$ cat src/rtl/fft_pkg.sv
// fft_pkg: shared FFT definitions (sample width, complex field slices, output FSM states)
package fft_pkg;
  localparam int WORD_SIZE = 32;
  localparam int RE_MSB = WORD_SIZE - 1;
  localparam int IM_MSB = WORD_SIZE / 2 - 1;
  typedef enum logic {IDLE, HOLD} out_state_e;
endpackage

$ cat src/rtl/fft_hold_timer.sv
// fft_hold_timer: loadable down-counter that saturates at zero
//   clk, rst_n : clock, async active-low reset
//   load       : load value into the counter this edge
//   value      : count to load
//   zero       : counter is currently zero
module fft_hold_timer #(
  parameter int W = 4
) (
  input  logic         clk,
  input  logic         rst_n,
  input  logic         load,
  input  logic [W-1:0] value,
  output logic         zero
);
  logic [W-1:0] cnt_q, cnt_d;
  always_comb cnt_d = load ? value : (cnt_q != '0 ? cnt_q - W'(1) : cnt_q);
  always_ff @(posedge clk or negedge rst_n)
    if (!rst_n) cnt_q <= '0;
    else cnt_q <= cnt_d;
  assign zero = cnt_q == '0;
endmodule

$ cat src/rtl/fft_input_framer.sv
// fft_input_framer: collects N streamed complex samples and holds each frame on the FFT input bus
//   clk, rst_n   : clock, async active-low reset
//   s_data       : complex sample (real in upper half, imag in lower half)
//   s_valid      : s_data valid
//   s_last       : closes a short frame (only with FFT_FRAMER_TLAST_EN defined)
//   s_ready      : framer accepts s_data this cycle
//   frame        : flattened frame, sample k at [k*WORD_SIZE +: WORD_SIZE]
//   frame_valid  : pulse in the first cycle of a new frame
//   frame_busy   : frame is being held for HOLD_CYCLES cycles
//   frame_err    : sticky malformed-frame flag (FFT_FRAMER_TLAST_EN only, else 0)
// Optional feature macro: FFT_FRAMER_TLAST_EN
module fft_input_framer #(
  parameter int N           = 8,
  parameter int WORD_SIZE   = fft_pkg::WORD_SIZE,
  parameter int HOLD_CYCLES = 8
) (
  input  logic                   clk,
  input  logic                   rst_n,
  input  logic [WORD_SIZE-1:0]   s_data,
  input  logic                   s_valid,
`ifdef FFT_FRAMER_TLAST_EN
  input  logic                   s_last,
`endif
  output logic                   s_ready,
  output logic [N*WORD_SIZE-1:0] frame,
  output logic                   frame_valid,
  output logic                   frame_busy,
  output logic                   frame_err
);
  import fft_pkg::*;
  localparam int IO_SIZE = N * WORD_SIZE;
  localparam int IW = $clog2(N);
  localparam int HW = $clog2(HOLD_CYCLES + 1);
  logic [IW-1:0] wr_idx_q, wr_idx_d;
  logic [IO_SIZE-1:0] fill_buf_q, fill_buf_d, frame_q, frame_d;
  logic fill_full_q, fill_full_d;
  logic frame_valid_q, frame_valid_d, frame_busy_q, frame_busy_d, frame_err_q, frame_err_d;
  out_state_e state_q, state_d;
  logic accept, publish, last_slot, hold_zero;
  assign s_ready = !fill_full_q;
  assign accept = s_valid && s_ready;
  assign publish = state_q == IDLE && fill_full_q;
  assign last_slot = wr_idx_q == IW'(N - 1);
  fft_hold_timer #(.W(HW)) u_hold_timer (
    .clk  (clk),
    .rst_n(rst_n),
    .load (publish),
    .value(HW'(HOLD_CYCLES - 1)),
    .zero (hold_zero)
  );
  // accept needs fill_full low and publish needs it high, so the two never share an edge
  always_comb begin
    wr_idx_d = wr_idx_q;
    fill_buf_d = fill_buf_q;
    fill_full_d = fill_full_q && !publish;
    frame_err_d = frame_err_q;
    if (accept) begin
      fill_buf_d[wr_idx_q*WORD_SIZE +: WORD_SIZE] = s_data;
      wr_idx_d = last_slot ? '0 : wr_idx_q + IW'(1);
      fill_full_d = last_slot;
`ifdef FFT_FRAMER_TLAST_EN
      if (s_last && !last_slot) begin
        for (int k = 0; k < N; k++)
          if (k > int'(wr_idx_q)) fill_buf_d[k*WORD_SIZE +: WORD_SIZE] = '0;
        wr_idx_d = '0;
        fill_full_d = 1'b1;
      end
      if (last_slot && !s_last) frame_err_d = 1'b1;
`endif
    end
  end
  always_comb begin
    state_d = state_q;
    frame_d = frame_q;
    frame_valid_d = 1'b0;
    if (publish) begin
      state_d = HOLD;
      frame_d = fill_buf_q;
      frame_valid_d = 1'b1;
    end else if (state_q == HOLD && hold_zero) begin
      state_d = IDLE;
    end
    frame_busy_d = state_d == HOLD;
  end
  always_ff @(posedge clk or negedge rst_n) begin
    if (!rst_n) begin
      wr_idx_q <= '0;
      fill_buf_q <= '0;
      fill_full_q <= 1'b0;
      state_q <= IDLE;
      frame_q <= '0;
      frame_valid_q <= 1'b0;
      frame_busy_q <= 1'b0;
      frame_err_q <= 1'b0;
    end else begin
      wr_idx_q <= wr_idx_d;
      fill_buf_q <= fill_buf_d;
      fill_full_q <= fill_full_d;
      state_q <= state_d;
      frame_q <= frame_d;
      frame_valid_q <= frame_valid_d;
      frame_busy_q <= frame_busy_d;
      frame_err_q <= frame_err_d;
    end
  end
  assign frame = frame_q;
  assign frame_valid = frame_valid_q;
  assign frame_busy = frame_busy_q;
  assign frame_err = frame_err_q;
endmodule
$ cat config.mk
export PLATFORM = sky130hd
export DESIGN_NAME = fft_input_framer
export DESIGN_NICKNAME = d
export VERILOG_FILES = /design/src/rtl/fft_pkg.sv /design/src/rtl/fft_hold_timer.sv /design/src/rtl/fft_input_framer.sv
export SDC_FILE = /design/constraint.sdc
export NUM_CORES = 1
export LEC_CHECK = 0
export CAP_MARGIN = 25
export CORE_MARGIN = 8
export CORE_UTILIZATION = 30
export DETAILED_ROUTE_END_ITERATION = 6
export GPL_TIMING_DRIVEN = 0
export HOLD_SLACK_MARGIN = 0.06
export PLACE_DENSITY = 0.56
export SYNTH_ARGS = -nofsm -noshare
export SYNTH_HDL_FRONTEND = slang
export SYNTH_SLANG_ARGS = --single-unit
$ cat constraint.sdc
create_clock -name clk -period 3.35 [get_ports clk]
set_clock_uncertainty 0.1 [all_clocks]
set_input_delay 0.5025 -clock clk [delete_from_list [all_inputs] [get_ports clk]]
set_output_delay 0.5025 -clock clk [all_outputs]
set_load 0.02 [all_outputs]
# Yosys cells after proc, flatten, opt, wreduce, memory -nomap -nowiden
# Index checks and enable logic that the tools add are counted.
# totals
register_bits	522
inputBits	35
# op_classes
n_eq_ne	1
n_bitwise	1
mux	8
reduce_logical	10
n_shift	2
addsub	3
# ops
operator	count
bitwise mux 256 bit	1
variable shift 32 x 34 -> 256 bit, first input constant	1
variable part select 32 x 34 -> 256 bit	1
negation 8 -> 34 bit	1
two-way mux 4 bit	2
logical AND 1 bit	4
zero test 4 bit	1
two-way mux 1 bit	4
nonzero test 2 bit	2
nonzero test 4 bit	1
subtractor 4 x 1 -> 4 bit, second input constant	1
adder 3 x 1 -> 3 bit, second input constant	1
== test 3 bit, second input constant	1
two-way mux 3 bit	1
zero test 1 bit	2
NOT 1 bit	1

# Longest topological paths before layout
# logic_depth
ltp_word	5
mapped_depth	9

# Cells and area by module
# From an unflattened synthesis, not the netlist that was laid out.
# hier_totals
cells_unflattened	1365
hier_area_um2	20444.6
# by_module_without_submodules
module	area_per_inst_um2	seq_area_each_um2	cells_per_inst	instances
fft_input_framer	20210.6	12962.4	1343	1
fft_hold_timer	234.0	100.1	22	1

# Worst setup path after synthesis
# Ideal clock, no wire load.
# synth_path
path_kind	register to register
from	register wr_idx_q[0]
to	register fill_buf_q[10]
path_stages_with_launch	9
arrival_ns	2.603
required_ns	3.125
setup_time_ns	0.125
path_slack_ns	0.522
path_buffers	3
path_cell_list	dfrtp_1 > buf_2 > inv_1 > ha_1 > or4b_4 > or4_4 > buf_6 > buf_12 > mux2_4
# synth_via
elab_chain_cells	3
word_cells_on_any_way	4
cone_classes	add/sub: 1; shift: 2; mux: 1
# synth_rtl
item	line	rtl
from (decl)	fft_input_framer.sv:34	logic [IW-1:0] wr_idx_q, wr_idx_d;
from (signal assigned)	fft_input_framer.sv:96	wr_idx_q <= wr_idx_d;
negation 8 -> 34 bit (*)	fft_input_framer.sv:58	fill_buf_d[wr_idx_q*WORD_SIZE +: WORD_SIZE] = s_data;
variable part select 32 x 34 -> 256 bit / variable shift 32 x 34 -> 256 bit (equally long branches)	fft_input_framer.sv:58	
bitwise mux 256 bit (*)	fft_input_framer.sv:58	
to (signal assigned)	fft_input_framer.sv:97	fill_buf_q <= fill_buf_d;
to (decl)	fft_input_framer.sv:35	logic [IO_SIZE-1:0] fill_buf_q, fill_buf_d, frame_q, frame_d;
# Every way passes the cells marked *; elsewhere a longest branch is shown, timed or not.
# A chain may end at the register's enable or synchronous reset.

# Final worst setup path
# layout_path
from	register wr_idx_q[0]
to	register fill_buf_q[196]
# Same word-level chain as after synthesis.

==> flow_results.org <==
** Critical path
- Worst setup path category :: reg2reg
- STA classifies the critical path startpoint as a register.
- Cell type group with the largest total delay on the critical path :: buffers and inverters
- Largest stage delay, worst path :: 0.71 ns
- Required time of the worst setup path :: 3.72 ns
- CP Buf/Inv Count :: 4
- Of all nets on the critical path, the largest fanout is 10.
- Critical Path End Type :: register
- List of cells traversed by the critical path :: clkbuf_4 -> inv_1 -> ha_1 -> ha_1 -> or4b_2 -> clkbuf_1 -> clkbuf_4 -> mux2_1
- Worst EP arrival :: 3.56 ns
- The slowest stage of the critical path is the or4b_2 cell.

** Floorplan
- From bottom edge to top edge, the die measures 277.2 um.
- The initialized floorplan defines 95 standard-cell rows.
- During I/O placement, the number of pins put on the boundary was 295.
- The die covers 76,840 um^2.
- The floorplan step set the die width to 277.2 um.
- The initial utilization of the core area, before any placement, comes to 0.3037.
- The total area inside the core boundary comes to 67,400 um^2.

** STA
- Setup violations remaining at the end of the flow were counted as 0.
- After routing, the total negative slack on setup checks comes to 0 ns.
- Hold timing on the final database bottoms out at a slack of 0.3756 ns.
- Ratio of final minimum period to clock period :: 0.9530
- The final number of max-transition violations was 0.
- The total count of hold-check failures in the final report is 0.
- Time the worst path needs with I/O delays and setup :: 3.193 ns
- Max-slew headroom :: 0.3474
- For the pin with the worst max-slew slack, the measured transition is 0.9789 ns.
- Static timing analysis puts the maximum clock frequency at 0.3132 GHz.

** Finish
- The filler cells instantiated in the layout total 6,336.
- Once layout is complete, the utilization of the core stands at 0.3944.
- Share of post-route cells with drive strength above 1 :: 0.3311
- Final standard cell count with taps included and fillers excluded :: 2,648
- For this run, the post-layout net count is 1,768.
- Post-synthesis to final-layout area growth :: 29.87%

** Synth
- Ranked by instance count, the synthesized netlist is headed by dfrtp_1, mux2_2, and2_1, nand2_1, clkbuf_1.
- In this run the cell area of the synthesized design comes to 20,470 um^2.
- Flip-flop and latch count after synthesis :: 522
- Post-synth ARST share :: 1.000
- Among all flip-flop cells after synthesis, the most frequent one is dfrtp_1.
- Most numerous cell in the Yosys netlist :: dfrtp_1
- Post-synth top area share :: 0.6382
- Yosys warnings :: 0
- Synthesized instance count :: 1,365
- Synth Area per Inst :: 15.00 um^2
- Synthesized netlist net count :: 1,409
- The largest total area in the synthesized netlist belongs to dfrtp_1.
- Top cells by area in the synthesized netlist :: dfrtp_1, mux2_2, and2_1, mux2_4, mux2i_1
- Number of enable-type register cells in the synthesized netlist :: 0
- The share of the Yosys chip area taken by registers is 0.6382.
- Unique cell type count in the Yosys netlist :: 33

** Placed design
- Number of port buffers :: 293
- HPWL after detailed placement :: 42,060 um
- Routability-driven placement finished with a final weighted congestion of 0.7231.
- In this run, placement finished with an instance count of 2,537.

** Route
- Dividing the detail-routed via count by the number of cells gives 4.548.
- Number of detailed-route iterations in the first pass :: 4
- Number of vias in the routed layout :: 12,040
- Initial detailed-routing violation count :: 451
- Per-cell routed wire length :: 22.22 um
- DRT Wirelength :: 58,840 um
- Antenna viol nets, final :: 0
- DRC violations left :: 0

** GRT
- Global-route wire length before repair :: 89,090 um
- Initial antenna violation count :: 4
- GRT Resource Usage Total :: 0.1518
- Total congestion overflow after global routing :: 0
- Entering global routing, the biggest net connects 124 pins.
- Number of global-route vias before repair :: 13,310

** CTS
- Clock Tree Buf Depth :: 3
- The clock tree synthesis step divided the H-tree into 2 levels.
- Buffers inserted during post-CTS setup optimization :: 0
- After clock tree synthesis, the clock-pin slew on the worst setup and hold paths is 0.06 ns.
- In this run, CTS created clock tree buffers numbering 57.
- Clock latency on the worst-skew pair :: 0.60 ns
- The cell sitting at the root of the clock tree is a clkbuf_16.
- TritonCTS built the clock tree.
- Clock sink total :: 522

** Power and ir drop
- Dividing total power by cell area gives a power density of 901.4 nW/um^2.
- Sum of internal, switching and leakage power :: 23.96 mW
- Leakage power :: 12.69 nW
- Highest ir drop seen on vdd :: 0.4070 mV

** Min path
- Worst Hold Class :: reg2reg

** Run
- Max Cap Violations :: 0

** Run status
- The flow ran to the end, and the final reports show no timing, DRC or antenna violations.
per-stage QoR:
stage | area, um^2 | setup slack (ns)
floorplan | 20470 | 0.5216
global placement | 24490 | -21.45
detailed placement | 24630 | -0.3369
CTS | 26560 | 0.04266
global route | 26580 | -0.0007745
finish | 26580 | 0.1574
placed cells by master, fill, tap and decap left out, drive strengths merged, types with 2 or more instances in the layout:
master and count:
nand2b 2, clkdlybuf4s50 292, clkinv 15, buf 32, and2 95, bufinv 2
nor3b 2, clkbuf 141, o21ai 36, mux2i 33, nor3 6, diode 2
dfrtp 522, or4b 4, nand2 74, ha 9, mux2 449, nor4b 2
inv 42, nor2 5
area by class of cell:
| cell class | instances | area (um^2) | share of cell area |
|---|---|---|---|
| flip-flops and latches | 522 | 13060 | 0.4914 |
| multi-input cells | 726 | 6917 | 0.2602 |
| repair buffers | 300 | 3080 | 0.1159 |
| clock buffers | 90 | 1743 | 0.06557 |
| well taps | 873 | 1092 | 0.04109 |
| plain buffers | 76 | 380.4 | 0.01431 |
| inverters | 41 | 153.9 | 0.005790 |
| clock inverters | 18 | 147.6 | 0.005554 |
| diodes | 2 | 5.005 | 0.0001883 |
final timing paths:
path / from / end / slack (ns) / depth (start not counted)
worst max-delay path: wr_idx_q[0] / fill_buf_q[196] / 0.16 / 8
worst min-delay path: frame[130] / frame[130] / 0.38 / 2
worst max register to register: wr_idx_q[0] / fill_buf_q[196] / 0.16 / 8
worst min register to register: frame[130] / frame[130] / 0.38 / 2
max in group asynchronous: rst_n / fill_buf_q[247] / 1.27 / 4
min in group asynchronous: rst_n / frame[66] / 0.42 / 2
cell families (layout without fill, tap and decap cells):
logic type / Yosys count / count (layout) / share of synthesized area
AOI/OAI and AO/OA: 38 / 38 / 0.009597
xor gates and xnor gates: 1 / 1 / 0.0004280
adders and majority gates: 9 / 9 / 0.005502
buffers and inverters: 117 / 525 / 0.02561
DFF: 522 / 522 / 0.6382
muxes: 482 / 482 / 0.2687
other: 1 / 3 / 0.0001832
and+or+nand+nor: 195 / 195 / 0.05184
worst reg2reg max path: cells and delay by family (launching register included):
| family | cells | cell delay [ns] |
|---|---|---|
| simple gates | 1 | 0.71 |
| mux | 1 | 0.36 |
| buf+inv | 4 | 0.85 |
| fa+ha+maj | 2 | 0.62 |
| flops | 1 | 0.43 |
repair_timing:
action                                  in CTS  in global routing
endpoints found under the setup margin      46                 50
hold endpoints to repair                    87                  0
hold buffers                                 1                  0
resized for setup                            7                  6
state kept, by name (all words and copies together), names as in the netlist:
register / cells
u_hold_timer.cnt_q: 4
frame_valid: 1
state_q: 1
frame: 256
wr_idx_q: 3
fill_full_q: 1
fill_buf_q: 256
metal layers:
layer  vias up  GRT usage  wire length (um)
li1       5418          -                 -
met1      6324     0.1929             25730
met2       233     0.2542             28610
met3        69    0.04363              3360
met4         0    0.03588              1136
met5         -          0                 0
power breakdown:
part | internal (mW) | switching [mW] | leakage [nW] | total (mW)
Sequential | 8.39 | 1.18 | 7.02 | 9.57
Combinational | 3.97 | 4.18 | 4.73 | 8.15
Clock | 3.71 | 2.53 | 0.945 | 6.24
Total | 16.1 | 7.88 | 12.7 | 24.0
Power figures use the tool's default switching activity.
